<file path="src/rtl/sram_arbiter.sv">
// Multi-cycle controller for the 32-bit base SRAM shared by instruction fetch and data memory.
// Fixed-priority arbitration with registered strobes, programmable wait states and a one-cycle ack.
module sram_arbiter #(
  parameter int WAIT_CYCLES = 1,
  parameter int CNT_W       = 4
) (
  input  logic        clk,
  input  logic        rst,
  input  logic        if_req,
  input  logic [31:0] if_addr,
  output logic        if_ack,
  output logic [31:0] if_rdata,
  input  logic        mem_req,
  input  logic        mem_we,
  input  logic [31:0] mem_addr,
  input  logic [3:0]  mem_sel,
  input  logic [31:0] mem_wdata,
  output logic        mem_ack,
  output logic [31:0] mem_rdata,
  output logic        stall_req,
  output logic [19:0] ram_addr,
  output logic [3:0]  ram_be_n,
  output logic        ram_ce_n,
  output logic        ram_oe_n,
  output logic        ram_we_n,
  output logic [31:0] ram_dq_o,
  output logic        ram_dq_oe,
  input  logic [31:0] ram_dq_i
);

  typedef enum logic [2:0] {
    IDLE,
    READ,
    WRITE,
    WHOLD,
    DONE
  } state_t;

  state_t            state_reg, state_next;
  logic [CNT_W-1:0]  cnt_reg, cnt_next;
  logic              owner_mem_reg, owner_mem_next;
  logic [19:0]       addr_reg, addr_next;
  logic [3:0]        be_n_reg, be_n_next;
  logic [31:0]       dq_o_reg, dq_o_next;
  logic              dq_oe_reg, dq_oe_next;
  logic              ce_n_reg, ce_n_next;
  logic              oe_n_reg, oe_n_next;
  logic              we_n_reg, we_n_next;
  logic              if_ack_reg, if_ack_next;
  logic              mem_ack_reg, mem_ack_next;
  logic [31:0]       if_rdata_reg, if_rdata_next;
  logic [31:0]       mem_rdata_reg, mem_rdata_next;
  logic [3:0]        sel_be_n;

  // Only word address bits 21:2 reach the 1M x 32 SRAM.
  logic unused_addr_bits;
  assign unused_addr_bits = ^{if_addr[31:22], if_addr[1:0], mem_addr[31:22], mem_addr[1:0]};

  genvar gi;
  generate
    for (gi = 0; gi < 4; gi++) begin : g_lane_be
      assign sel_be_n[gi] = ~mem_sel[gi];
    end
  endgenerate

  always_ff @(posedge clk or posedge rst) begin
    if (rst) begin
      state_reg     <= IDLE;
      cnt_reg       <= '0;
      owner_mem_reg <= 1'b0;
      addr_reg      <= '0;
      be_n_reg      <= 4'b1111;
      dq_o_reg      <= '0;
      dq_oe_reg     <= 1'b0;
      ce_n_reg      <= 1'b1;
      oe_n_reg      <= 1'b1;
      we_n_reg      <= 1'b1;
      if_ack_reg    <= 1'b0;
      mem_ack_reg   <= 1'b0;
      if_rdata_reg  <= '0;
      mem_rdata_reg <= '0;
    end else begin
      state_reg     <= state_next;
      cnt_reg       <= cnt_next;
      owner_mem_reg <= owner_mem_next;
      addr_reg      <= addr_next;
      be_n_reg      <= be_n_next;
      dq_o_reg      <= dq_o_next;
      dq_oe_reg     <= dq_oe_next;
      ce_n_reg      <= ce_n_next;
      oe_n_reg      <= oe_n_next;
      we_n_reg      <= we_n_next;
      if_ack_reg    <= if_ack_next;
      mem_ack_reg   <= mem_ack_next;
      if_rdata_reg  <= if_rdata_next;
      mem_rdata_reg <= mem_rdata_next;
    end
  end

  always_comb begin
    state_next     = state_reg;
    cnt_next       = cnt_reg;
    owner_mem_next = owner_mem_reg;
    addr_next      = addr_reg;
    be_n_next      = be_n_reg;
    dq_o_next      = dq_o_reg;
    if_ack_next    = 1'b0;
    mem_ack_next   = 1'b0;
    if_rdata_next  = if_rdata_reg;
    mem_rdata_next = mem_rdata_reg;

    case (state_reg)
      IDLE: begin
        if (mem_req) begin
          owner_mem_next = 1'b1;
          addr_next      = mem_addr[21:2];
          be_n_next      = sel_be_n;
          dq_o_next      = mem_wdata;
          cnt_next       = CNT_W'(WAIT_CYCLES);
          state_next     = mem_we ? WRITE : READ;
        end else if (if_req) begin
          owner_mem_next = 1'b0;
          addr_next      = if_addr[21:2];
          be_n_next      = 4'b0000;
          dq_o_next      = mem_wdata;
          cnt_next       = CNT_W'(WAIT_CYCLES);
          state_next     = READ;
        end
      end
      READ: begin
        if (cnt_reg != '0) begin
          cnt_next = cnt_reg - CNT_W'(1);
        end else begin
          if (owner_mem_reg) begin
            mem_rdata_next = ram_dq_i;
            mem_ack_next   = 1'b1;
          end else begin
            if_rdata_next = ram_dq_i;
            if_ack_next   = 1'b1;
          end
          state_next = DONE;
        end
      end
      WRITE: begin
        if (cnt_reg != '0) begin
          cnt_next = cnt_reg - CNT_W'(1);
        end else begin
          state_next = WHOLD;
        end
      end
      WHOLD: begin
        mem_ack_next = 1'b1;
        state_next   = DONE;
      end
      DONE: begin
        state_next = IDLE;
      end
      default: begin
        state_next = IDLE;
      end
    endcase
  end

  // Strobes are registered from the state being entered so they change cleanly on the edge.
  always_comb begin
    ce_n_next  = 1'b1;
    oe_n_next  = 1'b1;
    we_n_next  = 1'b1;
    dq_oe_next = 1'b0;
    case (state_next)
      READ: begin
        ce_n_next = 1'b0;
        oe_n_next = 1'b0;
      end
      WRITE: begin
        ce_n_next  = 1'b0;
        we_n_next  = 1'b0;
        dq_oe_next = 1'b1;
      end
      WHOLD: begin
        ce_n_next  = 1'b0;
        dq_oe_next = 1'b1;
      end
      default: begin
        ce_n_next = 1'b1;
      end
    endcase
  end

  assign stall_req = (if_req & ~if_ack_reg) | (mem_req & ~mem_ack_reg);

  assign if_ack    = if_ack_reg;
  assign mem_ack   = mem_ack_reg;
  assign if_rdata  = if_rdata_reg;
  assign mem_rdata = mem_rdata_reg;
  assign ram_addr  = addr_reg;
  assign ram_be_n  = be_n_reg;
  assign ram_ce_n  = ce_n_reg;
  assign ram_oe_n  = oe_n_reg;
  assign ram_we_n  = we_n_reg;
  assign ram_dq_o  = dq_o_reg;
  assign ram_dq_oe = dq_oe_reg;

endmodule
</file>
<file path="config.mk">
export PLATFORM = sky130hd
export DESIGN_NAME = sram_arbiter
export DESIGN_NICKNAME = d
export VERILOG_FILES = /design/src/rtl/sram_arbiter.sv
export SDC_FILE = /design/constraint.sdc
export NUM_CORES = 1
export LEC_CHECK = 0
export ABC_AREA = 1
export BUFFER_PORTS_ARGS = -buffer_cell sky130_fd_sc_hd__clkbuf_2
export CAP_MARGIN = 20
export CORE_MARGIN = 2
export CORE_UTILIZATION = 40
export CTS_BUF_LIST = sky130_fd_sc_hd__clkbuf_4 sky130_fd_sc_hd__clkbuf_8
export CTS_CLUSTER_SIZE = 28
export DETAILED_ROUTE_END_ITERATION = 8
export PLACE_DENSITY_LB_ADDON = 0.12
export SKIP_CTS_REPAIR_TIMING = 1
export SLEW_MARGIN = 20
export SYNTH_ARGS = -nofsm -noshare
export SYNTH_HDL_FRONTEND = slang
export SYNTH_SLANG_ARGS = --single-unit
</file>
<file path="constraint.sdc">
create_clock -name clk -period 6.8 [get_ports clk]
set_input_delay 2.04 -clock clk [delete_from_list [all_inputs] [get_ports clk]]
set_output_delay 2.04 -clock clk [all_outputs]
set_load 0.005 [all_outputs]
</file>
* Yosys cells after proc, flatten, opt, wreduce, memory -nomap -nowiden
Cells that the tools add are included.
Operators by class: bitwise gates (word level) 11, add/subtract/negate cells 1, divide/modulo/power cells 0, reductions and logical operators 11, multiplexer cells 28, multipliers 0, equal/unequal tests 8, shift-type cells 0, magnitude comparators 0
Operators with widths (number):
- 32-bit 2-to-1 mux | 2
- 20-bit 2-to-1 mux | 2
- 4-bit 2-to-1 mux | 5
- 3-bit by 2-bit equality test with 1-bit output, second input constant | 4
- 3-bit 2-to-1 mux | 4
- 3-bit case mux with 4 select lines | 1
- 1-bit 2-to-1 mux | 11
- 3-bit AND reduction | 3
- 1-bit inverter | 8
- 4-bit case mux with 2 select lines | 1
- 3-bit by 1-bit equality test with 1-bit output, second input constant | 2
- 2-bit nonzero test | 2
- 4-bit nonzero test | 1
- 2-bit OR reduction | 2
- 4-bit by 1-bit subtractor with 4-bit output, second input constant | 1
- 3-bit logical NOT | 1
- 3-bit inequality test, second input constant | 1
- 3-bit OR reduction | 1
- 1-bit AND | 2
- 2-bit 2-to-1 mux | 1
- 2-bit by 1-bit inequality test with 1-bit output, second input constant | 1
- 1-bit case mux with 2 select lines | 1
- 2-bit AND reduction | 1
- 1-bit OR | 1
Storage, ports and cells: memories 0, word-level logic and storage cells 73, bits in latches 0, flip-flop bits (word level) 134, memory bits (writable) 0, ROM bits 0

* Logic depth before layout (Yosys ltp)
Gate-level depths: netlist of run 1.
depth in word-level cells 6, gate-level depth with buffers 9, gate-level depth less buffers 8

* Worst setup path after synthesis of run 1
Ideal clock, no wire load.
path type input -> output, start in mem_req, end out stall_req, required time 4760 ps, setup slack 2355 ps, arrival time 2405 ps, stages 3, path buffers 1, cells stage by stage inv_1 clkbuf_1 o22ai_1
On the way: longest elaborated chain between the ends 2
Ends and longest elaborated chain:
- from (decl) | line 13 | input logic mem_req,
- 1-bit AND | line 190 | assign stall_req = (if_req & ~if_ack_reg) | (mem_req & ~mem_ack_reg);
- 1-bit OR | line 190
- to (decl) | line 20 | output logic stall_req,
No other way between the ends.

* Worst setup path after layout of run 1
Same ends and word-level chain as after synthesis.

==> flow_summary.json, run 1 <==
{
  "outcome": "finished, final reports clean",
  "dp.final_hpwl_um": 9860,
  "diodes": 0,
  "grt_pass1_wl_um": 22200,
  "period_needed_ns": 5.26,
  "overflow": 0,
  "syn-cell-area_um2": 5460,
  "setup_violations": 0,
  "skew_ns": 0.00941,
  "wl_per_cell_um": 13.8,
  "nFillCells": 1273,
  "drv_cap": 0,
  "grt_max_degree": 98,
  "p_switching_w": 0.00126,
  "fp.dieW_um": 121,
  "cp.required_ns": 4.76,
  "track_usage_pct": 19.5,
  "die_y_um": 121,
  "synth-seq-cells": 134,
  "hold_class": "flop to flop",
  "h-tree-depth": 4,
  "cp_max_fo": 24,
  "crit_chain": "clkbuf_2, inv_1, o22ai_1, clkbuf_2",
  "worstMarginPinSlew_ns": 0.971,
  "placed_area_um2": 6750,
  "syn_to_final_growth_pct": 31.1,
  "cp_common_cell": "clkbuf_2",
  "max_stage_delay_ns": 0.55,
  "initial_core_util_pct": 41.1,
  "clock_latency_ns": 0.45,
  "routed_wl_um": 14200,
  "synth_nets": 748,
  "synthMuxAreaShare_pct": 0,
  "combPwrFrac_pct": 37.8,
  "post-route-drc-count": 0,
  "tns_ns": 0,
  "pwr-share-clk_pct": 20.4,
  "synth_compound_area_share_pct": 10.8,
  "power_w": 0.00338,
  "synth_cells": 610,
  "die_area_um2": 14600,
  "port_buffers": 239,
  "clk_pin_slew_ns": 0.07,
  "synthAdderAreaFrac_pct": 0.229,
  "grt_pass1_vias": 4534,
  "intPower_w": 0.00212,
  "synth_top_family_by_area": "simple AND/OR/NAND/NOR gates",
  "drv_slew": 0,
  "routabilityCongestion": 0.778,
  "p_seq_share_pct": 41.9,
  "start_kind": "input pin",
  "finalNetCount": 979,
  "critPathSlowestCell": "inv_1",
  "critPathBufInv": 3,
  "yosys.cell_types.count": 24,
  "endpoint_kind": "primary output",
  "fin_crit_sh_pct": 77.3,
  "num_io_pins": 264,
  "cellPowerDensity_nw_per_um2": 472,
  "dr.pass1.iters": 7,
  "first_iter_violations": 282,
  "arrival_ns": 3.22,
  "hold_viol": 0,
  "grt_antenna_before_repair": 0,
  "core_area_um2": 13300,
  "drive_above_1_share_pct": 36.7,
  "postRouteAntennaNets": 0,
  "clock_path_buffers": 2,
  "max_slew_margin_pct": 35.2,
  "vias": 4828,
  "rsz0062_at_grt": "false",
  "worst_slack_ns": 1.54,
  "p_leak_nw": 3.90,
  "max_freq_mhz": 190,
  "crit_family": "buffers and inverters",
  "synth_seq_area_share_pct": 61.6,
  "avgSynthCellArea_um2": 8.95,
  "yosys.area_share.xor_xnor_pct": 0.160,
  "critical_path_class": "input pin to primary output",
  "synthSimpleGateAreaFrac_pct": 20.8,
  "switching_share_pct": 37.4,
  "rows": 42,
  "final_cell_area_um2": 7160,
  "cts_tree": "built",
  "cts_root_buffer": "clkbuf_8",
  "vdd_drop_max_mv": 0.240,
  "cts.sinks": 134,
  "pre_cts_ws_ns": 1.52,
  "cts_made_buffers": 17,
  "viasPerCell": 4.69,
  "yosysWarnings": 0
}
stage by stage:
step                      hold WS (ns)  std cells  util [%]
final                            0.476       1030      53.8
after global routing             0.495       1030      53.8
after CTS                        0.477       1030      53.8
after detailed placement         0.460        998      50.7
after global placement           0.454        998      50.7
after floorplan                  0.464        610         -
cell usage in the layout, fill, tap and decap left out:
cell / netlist / layout
a21boi_0: 2 / 2
a21oi_1: 6 / 6
buf_4: 7 / 4
bufinv_16: 0 / 3
clkbuf_2: 0 / 239
clkbuf_4: 0 / 3
clkbuf_8: 0 / 19
clkinv_2: 0 / 7
clkinvlp_4: 0 / 1
dfrtp_1: 127 / 127
dfstp_2: 7 / 7
ha_1: 1 / 1
inv_1: 44 / 43
inv_2: 4 / 3
inv_6: 0 / 1
nand2_1: 242 / 242
nand3_1: 4 / 4
nand3_2: 2 / 2
nand3b_1: 1 / 1
nor2_1: 5 / 5
nor2_2: 2 / 2
nor2_4: 1 / 1
nor3_4: 0 / 1
o21ai_0: 65 / 65
o21ai_1: 43 / 43
o22ai_1: 1 / 1
or2_2: 20 / 20
xor2_1: 1 / 1
final timing paths:
| kind | start | end | slack (ns) | cells past startpoint |
|---|---|---|---|---|
| min | ram_dq_o[5]$_DFFE_PP0P_ | ram_dq_o[5]$_DFFE_PP0P_ | 0.48 | 2 |
| min reg2reg | ram_dq_o[5]$_DFFE_PP0P_ | ram_dq_o[5]$_DFFE_PP0P_ | 0.48 | 2 |
| max in group asynchronous | rst | mem_rdata[16]$_DFFE_PP0P_ | 3.96 | 3 |
| max | mem_req | stall_req | 1.54 | 4 |
| max reg2reg | state_reg[0]$_DFF_PP0_ | ram_addr[2]$_DFFE_PP0P_ | 3.93 | 5 |
| min in group asynchronous | rst | ram_dq_o[16]$_DFFE_PP0P_ | 1.76 | 2 |
Yosys cell counts:
master	instances	share of area, %
nand2_1	242	17
dfrtp_1	127	58
o21ai_0	65	6.0
inv_1	44	3.0
o21ai_1	43	3.9
or2_2	20	2.3
clkbuf_1	15	1.0
buf_4	7	0.96
dfstp_2	7	3.4
a21oi_1	6	0.55
buf_2	6	0.55
nor2_1	5	0.34
inv_2	4	0.27
nand3_1	4	0.37
buf_6	3	0.62
a21boi_0	2	0.27
nand3_2	2	0.37
nor2_2	2	0.23
ha_1	1	0.23
nand3b_1	1	0.14
nor2_4	1	0.21
nor3_2	1	0.18
o22ai_1	1	0.11
xor2_1	1	0.16
kinds of logic after synthesis:
family	Yosys count
xor gates and xnor gates	1
AOI/OAI and AO/OA	117
buffers and inverters	79
and+or+nand+nor	278
adders and majority gates	1
DFF	134
worst reg2reg max path, delay by kind of cell, from the launching register on:
family / cells / cell delay, ns
buffers and inverters: 1 / 0.97
AND/OR/NAND/NOR: 3 / 0.88
AO/OA/AOI/OAI: 1 / 0.48
flip-flops: 1 / 0.43
power groups by stage:
stage | sequential (W) | combinational [W] | clock (W)
2_1_floorplan | 0.00145 | 0.000679 | 0
3_3_place_gp | 0.00141 | 0.00127 | 0
3_5_place_dp | 0.00143 | 0.00130 | 0
4_1_cts | 0.00142 | 0.00130 | 0.000710
5_1_grt | 0.00147 | 0.00146 | 0.000747
6_report | 0.00141 | 0.00128 | 0.000688
final cells by class:
type / count / area (um2) / area share, %
flip-flops and latches: 134 / 3360 / 47.0
well taps: 176 / 220 / 3.08
clock inverters: 10 / 128 / 1.78
inverters: 48 / 186 / 2.60
clock buffers: 22 / 284 / 3.97
multi-input cells: 397 / 1750 / 24.5
repair buffers: 243 / 1230 / 17.1
routing by layer:
layer	share of wire (%)	up-vias	track usage, %
li1	-	2372	-
met1	42	2231	23.8
met2	48	188	32.1
met3	6.3	37	5.87
met4	3.7	0	8.72
met5	0	-	0
Power figures use the tool's default switching activity.
==> run 2: changes to the inputs <==
ABC_AREA = 0   (was 1)
clock period = 4.6 ns   (was 6.8 ns; I/O delays follow)
==> run 2 against run 1 <==
  * Core utilization increased by 0.84 points
  * Sequential power increased by 50%
  * Largest power group unchanged
  * First-iteration DRC count decreased by 35%
  * Clock power increased by 69%
  * Via count decreased by 20%
  * Register-to-register slack got worse by 1.9 ns
  * Cell count decreased by 22%
==> flow_summary.json, run 2 <==
{
  "outcome": "finished, final reports clean",
  "vias": 3883,
  "synth_nets": 509,
  "diodes": 0,
  "postRouteAntennaNets": 0,
  "synthArstFlopShare_pct": 100,
  "critical_path_class": "input pin to primary output",
  "grt_antenna_before_repair": 0,
  "yosysMostFrequentCell": "dfrtp_1",
  "rsz0062_at_grt": "false",
  "overflow": 0,
  "worstMarginPinSlew_ns": 0.949,
  "cts.sinks": 134,
  "core_area_um2": 13300,
  "yosys.cell_types.count": 36,
  "synth_commonest_cells": "127 x dfrtp_1, 69 x mux2_2, 43 x o21ai_0",
  "first_iter_violations": 182,
  "place_inst": 771,
  "hold_class": "flop to flop",
  "cp-startpoint": "if_req",
  "viasPerCell": 4.84,
  "clk_pin_slew_ns": 0.07,
  "synth_top_area_share_pct": 57.7,
  "wl_per_cell_um": 15.6,
  "post-route-drc-count": 0,
  "tns_ns": 0,
  "initial_core_util_pct": 41.2,
  "final_cell_mix": "239 x clkbuf_2, 127 x dfrtp_1, 69 x mux2_2",
  "max_freq_mhz": 311,
  "arrival_ns": 1.83,
  "synthTopCellsByArea": "dfrtp_1 58%, mux2_2 14%, mux2_4 7.1%, mux2i_1 4.4%, o21ai_0 3.9%",
  "r2r-start": "state_reg[2]$_DFF_PP0_",
  "finalNetCount": 752,
  "yosysWarnings": 0,
  "syn_to_final_growth_pct": 32.6,
  "nFillCells": 1165,
  "synth_top_flop_cell": "dfrtp_1",
  "setup_violations": 0,
  "drv_slew": 0,
  "max_slew_margin_pct": 36.4,
  "die_area_um2": 14700,
  "start_kind": "input pin",
  "grt_max_degree": 58,
  "synth_cells": 371,
  "cp.required_ns": 3.22,
  "synth_seq_area_share_pct": 61.1,
  "reg2reg_setup_slack_ns": 2.00,
  "drive_above_1_share_pct": 61.5,
  "clock_path_buffers": 2,
  "routed_wl_um": 12500,
  "cellPowerDensity_nw_per_um2": 714,
  "period_needed_ns": 3.21,
  "grt_pass1_wl_um": 20300,
  "num_io_pins": 264,
  "power_w": 0.00521,
  "track_usage_pct": 17.7,
  "placed_area_um2": 6820,
  "avgSynthCellArea_um2": 14.8,
  "h-tree-depth": 4,
  "hold_start": "ram_be_n[3]$_DFFE_PP1P_",
  "final_common_cell": "clkbuf_2",
  "syn-cell-area_um2": 5500,
  "final-instance-count-excl-fill": 802,
  "dr.pass1.iters": 4,
  "vdd_drop_max_mv": 0.334,
  "routabilityCongestion": 0.756,
  "fin_crit_sh_pct": 69.9,
  "drv_cap": 0,
  "endpoint_kind": "primary output",
  "die_y_um": 121,
  "cts_tree": "built",
  "rows": 42,
  "p_leak_nw": 3.67,
  "port_buffers": 239,
  "final_cell_area_um2": 7300,
  "clock_latency_ns": 0.42,
  "fp.dieW_um": 121,
  "synth_edf_count": 0,
  "yosysTopAreaCell": "dfrtp_1",
  "cts_made_buffers": 17,
  "hold_viol": 0,
  "cp_max_fo": 3,
  "skew_ns": 0.00980,
  "grt_pass1_vias": 4011,
  "cts_root_buffer": "clkbuf_8",
  "dp.final_hpwl_um": 8970,
  "synth-seq-cells": 134
}
## run 2: cell types whose count changed in the layout (fill, tap and decap cells not counted), sizes merged, moves of 5 or more
cell / previous run / this run
o21ai: 108 / 46
nand3: 6 / 1
mux2i: 0 / 24
inv: 47 / 7
or2: 20 / 0
o2bb2ai: 0 / 6
mux2: 0 / 97
nand2: 242 / 5
## run 2: worst paths after layout
check	endpoint	cells past startpoint
worst min-delay path	ram_be_n[3]$_DFFE_PP1P_	1
max in group asynchronous	ram_dq_o[26]$_DFFE_PP0P_	3
worst max register to register	ram_dq_o[29]$_DFFE_PP0P_	3
worst min register to register	ram_be_n[3]$_DFFE_PP1P_	1
worst max-delay path	stall_req	4
min in group asynchronous	ram_dq_oe$_DFF_PP0_	3
## run 2: final cells by class
class                      count  area [um2]  area share (%)
sequential                   134        3360            46.1
multi-input combinational    208        1960            26.8
timing repair buffer         246        1250            17.1
clock buffer                  19         255            3.50
clock inverter                12         224            3.07
tap                          176         220            3.02
inverter                       7        30.0           0.411
## run 2: metal layers
| layer | global-route usage (%) | up-vias | wire length [um] |
|---|---|---|---|
| met3 | 5.97 | 12 | 1070 |
| met4 | 6.25 | 0 | 205 |
| li1 | - | 1808 | - |
| met1 | 23.0 | 1908 | 5410 |
| met5 | 0 | - | 0 |
| met2 | 27.6 | 155 | 5790 |
## run 2: kinds of logic after synthesis
family | count (synthesis) | synth area share (%)
DFF | 134 | 61.1
muxes | 121 | 26.0
AOI/OAI and AO/OA | 58 | 5.80
buffers and inverters | 29 | 3.32
and+or+nand+nor | 27 | 3.43
xor gates and xnor gates | 1 | 0.159
adders and majority gates | 1 | 0.227
## run 2: per-stage QoR
stage | utilization [%] | hold slack (ns) | setup WS, ns
after CTS | 54.7 | 0.483 | 1.37
after global placement | 51.1 | 0.471 | 1.33
after detailed placement | 51.1 | 0.472 | 1.37
after global routing | 54.7 | 0.499 | 1.33
after floorplan | - | 0.471 | 1.25
final | 54.7 | 0.481 | 1.39
## run 2: where the power goes
group | internal [W] | switching, W
Clock | 0.000719 | 0.000439
Combinational | 0.00111 | 0.000832
Sequential | 0.00179 | 0.000327
Total | 0.00362 | 0.00160
## run 2: critical path, cell delays in order
cell,delay (ns)
clkbuf_2,0.12
inv_1,0.04
o22ai_1,0.15
clkbuf_2,0.14
==> run 3: changes to the inputs <==
ABC_AREA = 1   (was 0)
clock period = 3.08 ns   (was 4.6 ns; I/O delays follow)
==> run 3 against run 2 <==
  * Cell count is 29% higher
  * Sequential power is 47% higher
  * Routed wire length is 13% higher
  * Global-route usage is 2.4 points higher
  * Core utilization is 0.75 points lower
  * Clock power is 20% higher
  * Critical endpoint unchanged
==> flow_summary.json, run 3 (same netlist as run 1, synthesis figures left out) <==
{
  "outcome": "finished, final reports clean",
  "post-route-drc-count": 0,
  "switching_share_pct": 37.3,
  "max_freq_mhz": 376,
  "grt_util_met2_pct": 32.6,
  "rsz0062_at_grt": "false",
  "final_cell_mix": "242 x nand2_1, 239 x clkbuf_2, 127 x dfrtp_1",
  "reg2regPathDepth": 10,
  "cts_root_buffer": "clkbuf_8",
  "period_needed_ns": 2.66,
  "initial_core_util_pct": 41.1,
  "overflow": 0,
  "met1_usage_pct": 25.5,
  "worstMarginPinSlew_ns": 0.777,
  "wl_per_cell_um": 13.7,
  "die_y_um": 121,
  "combPwrFrac_pct": 38.8,
  "fp.dieW_um": 121,
  "critPathSlowestCell": "inv_1",
  "grt_max_degree": 135,
  "p_switching_w": 0.00275,
  "num_io_pins": 264,
  "grt_antenna_before_repair": 0,
  "vdd_drop_max_mv": 0.454,
  "routabilityCongestion": 0.838,
  "nFillCells": 1274,
  "p_seq_share_pct": 42.3,
  "first_iter_violations": 298,
  "skew_ns": 0.00913,
  "hold_depth": 2,
  "arrival_ns": 1.74,
  "drive_above_1_share_pct": 36.8,
  "min_to": "ram_dq_o[16]$_DFFE_PP0P_",
  "fin_crit_sh_pct": 86.4,
  "crit_family": "buffers and inverters",
  "dp.final_hpwl_um": 9960,
  "tns_ns": 0,
  "core_area_um2": 13300,
  "cts.sinks": 134,
  "postRouteAntennaNets": 0,
  "viasPerCell": 4.57,
  "multi_input_area_um2": 1750,
  "port_buffers": 239,
  "grt_pass1_wl_um": 22900,
  "final-instance-count-excl-fill": 1032,
  "grt_pass1_vias": 4590,
  "top_usage_layer": "met2",
  "finalNetCount": 984,
  "hold_class": "flop to flop",
  "endpoint_kind": "primary output",
  "pwr-share-clk_pct": 18.9,
  "seqCellArea_um2": 3360,
  "routed_wl_um": 14100,
  "timing.rr.end": "mem_rdata[19]$_DFFE_PP0P_",
  "clock_path_buffers": 2,
  "cts_tree": "built",
  "r2r-start": "cnt_reg[0]$_DFFE_PP0P_",
  "max_slew_margin_pct": 48.2,
  "hold_viol": 0,
  "max_stage_delay_ns": 0.41,
  "crit_chain": "clkbuf_2, inv_1, o22ai_1, clkbuf_2",
  "die_area_um2": 14600,
  "final_cell_area_um2": 7170,
  "dr.pass1.iters": 4,
  "setup_violations": 0,
  "final_common_cell": "nand2_1",
  "cp_max_fo": 21,
  "drv_cap": 0,
  "place_inst": 1003,
  "clock_latency_ns": 0.43,
  "h-tree-depth": 4,
  "cts_made_buffers": 17,
  "drv_slew": 0,
  "vias": 4713,
  "critPathBufInv": 3,
  "track_usage_pct": 20.1,
  "p_leak_nw": 3.90,
  "cp_common_cell": "clkbuf_2",
  "reg2reg_setup_slack_ns": 1.05,
  "cellPowerDensity_nw_per_um2": 1030,
  "intPower_w": 0.00461,
  "critical_path_class": "input pin to primary output",
  "diodes": 0,
  "gr-usage-met3_pct": 5.92,
  "placed_area_um2": 6800,
  "rows": 42,
  "hold_start": "ram_dq_o[16]$_DFFE_PP0P_",
  "cp.required_ns": 2.16,
  "start_kind": "input pin",
  "clk_pin_slew_ns": 0.07,
  "syn_to_final_growth_pct": 31.3
}
[run 3: final cells by class]
type / instances / share of cell area, %
tap: 176 / 3.07
multi-input combinational: 397 / 24.4
clock inverter: 3 / 0.593
clock buffer: 26 / 4.64
timing repair buffer: 248 / 17.8
inverter: 48 / 2.56
sequential: 134 / 46.9
[run 3: worst max path at each step]
stage	startpoint	endpoint	slack [ns]	depth (start not counted)
2_1_floorplan	rst	cnt_reg[0]$_DFFE_PP0P_	0.50	1
3_3_place_gp	mem_req	stall_req	0.44	4
3_5_place_dp	mem_req	stall_req	0.39	4
4_1_cts	mem_req	stall_req	0.39	4
5_1_grt	mem_req	stall_req	0.33	4
6_report	mem_req	stall_req	0.42	4
[run 3: power by group through the flow]
stage          combinational [W]  clock [W]  sequential [W]
2_1_floorplan            0.00150          0         0.00319
3_3_place_gp             0.00283          0         0.00311
3_5_place_dp             0.00290          0         0.00314
4_1_cts                  0.00291    0.00144         0.00312
5_1_grt                  0.00330    0.00152         0.00322
6_report                 0.00285    0.00139         0.00312
[run 3: through the flow]
step	hold WS (ns)	total power, W	worst slack [ns]	utilization, %
2_1_floorplan	0.464	0.00469	0.497	-
3_3_place_gp	0.453	0.00594	0.443	51.1
3_5_place_dp	0.458	0.00605	0.389	51.1
4_1_cts	0.477	0.00747	0.391	53.9
5_1_grt	0.495	0.00805	0.326	53.9
6_report	0.473	0.00736	0.418	53.9
[run 3: metal layers]
metal	up-vias	wire, um
met3	14	892
met2	151	7120
met5	-	0
met1	2174	5880
li1	2374	-
met4	0	208
[run 3: worst min-delay path, stage by stage (launching register included)]
cell and delay (ns):
dfrtp_1 0.34, nand2_1 0.05, nand2_1 0.05
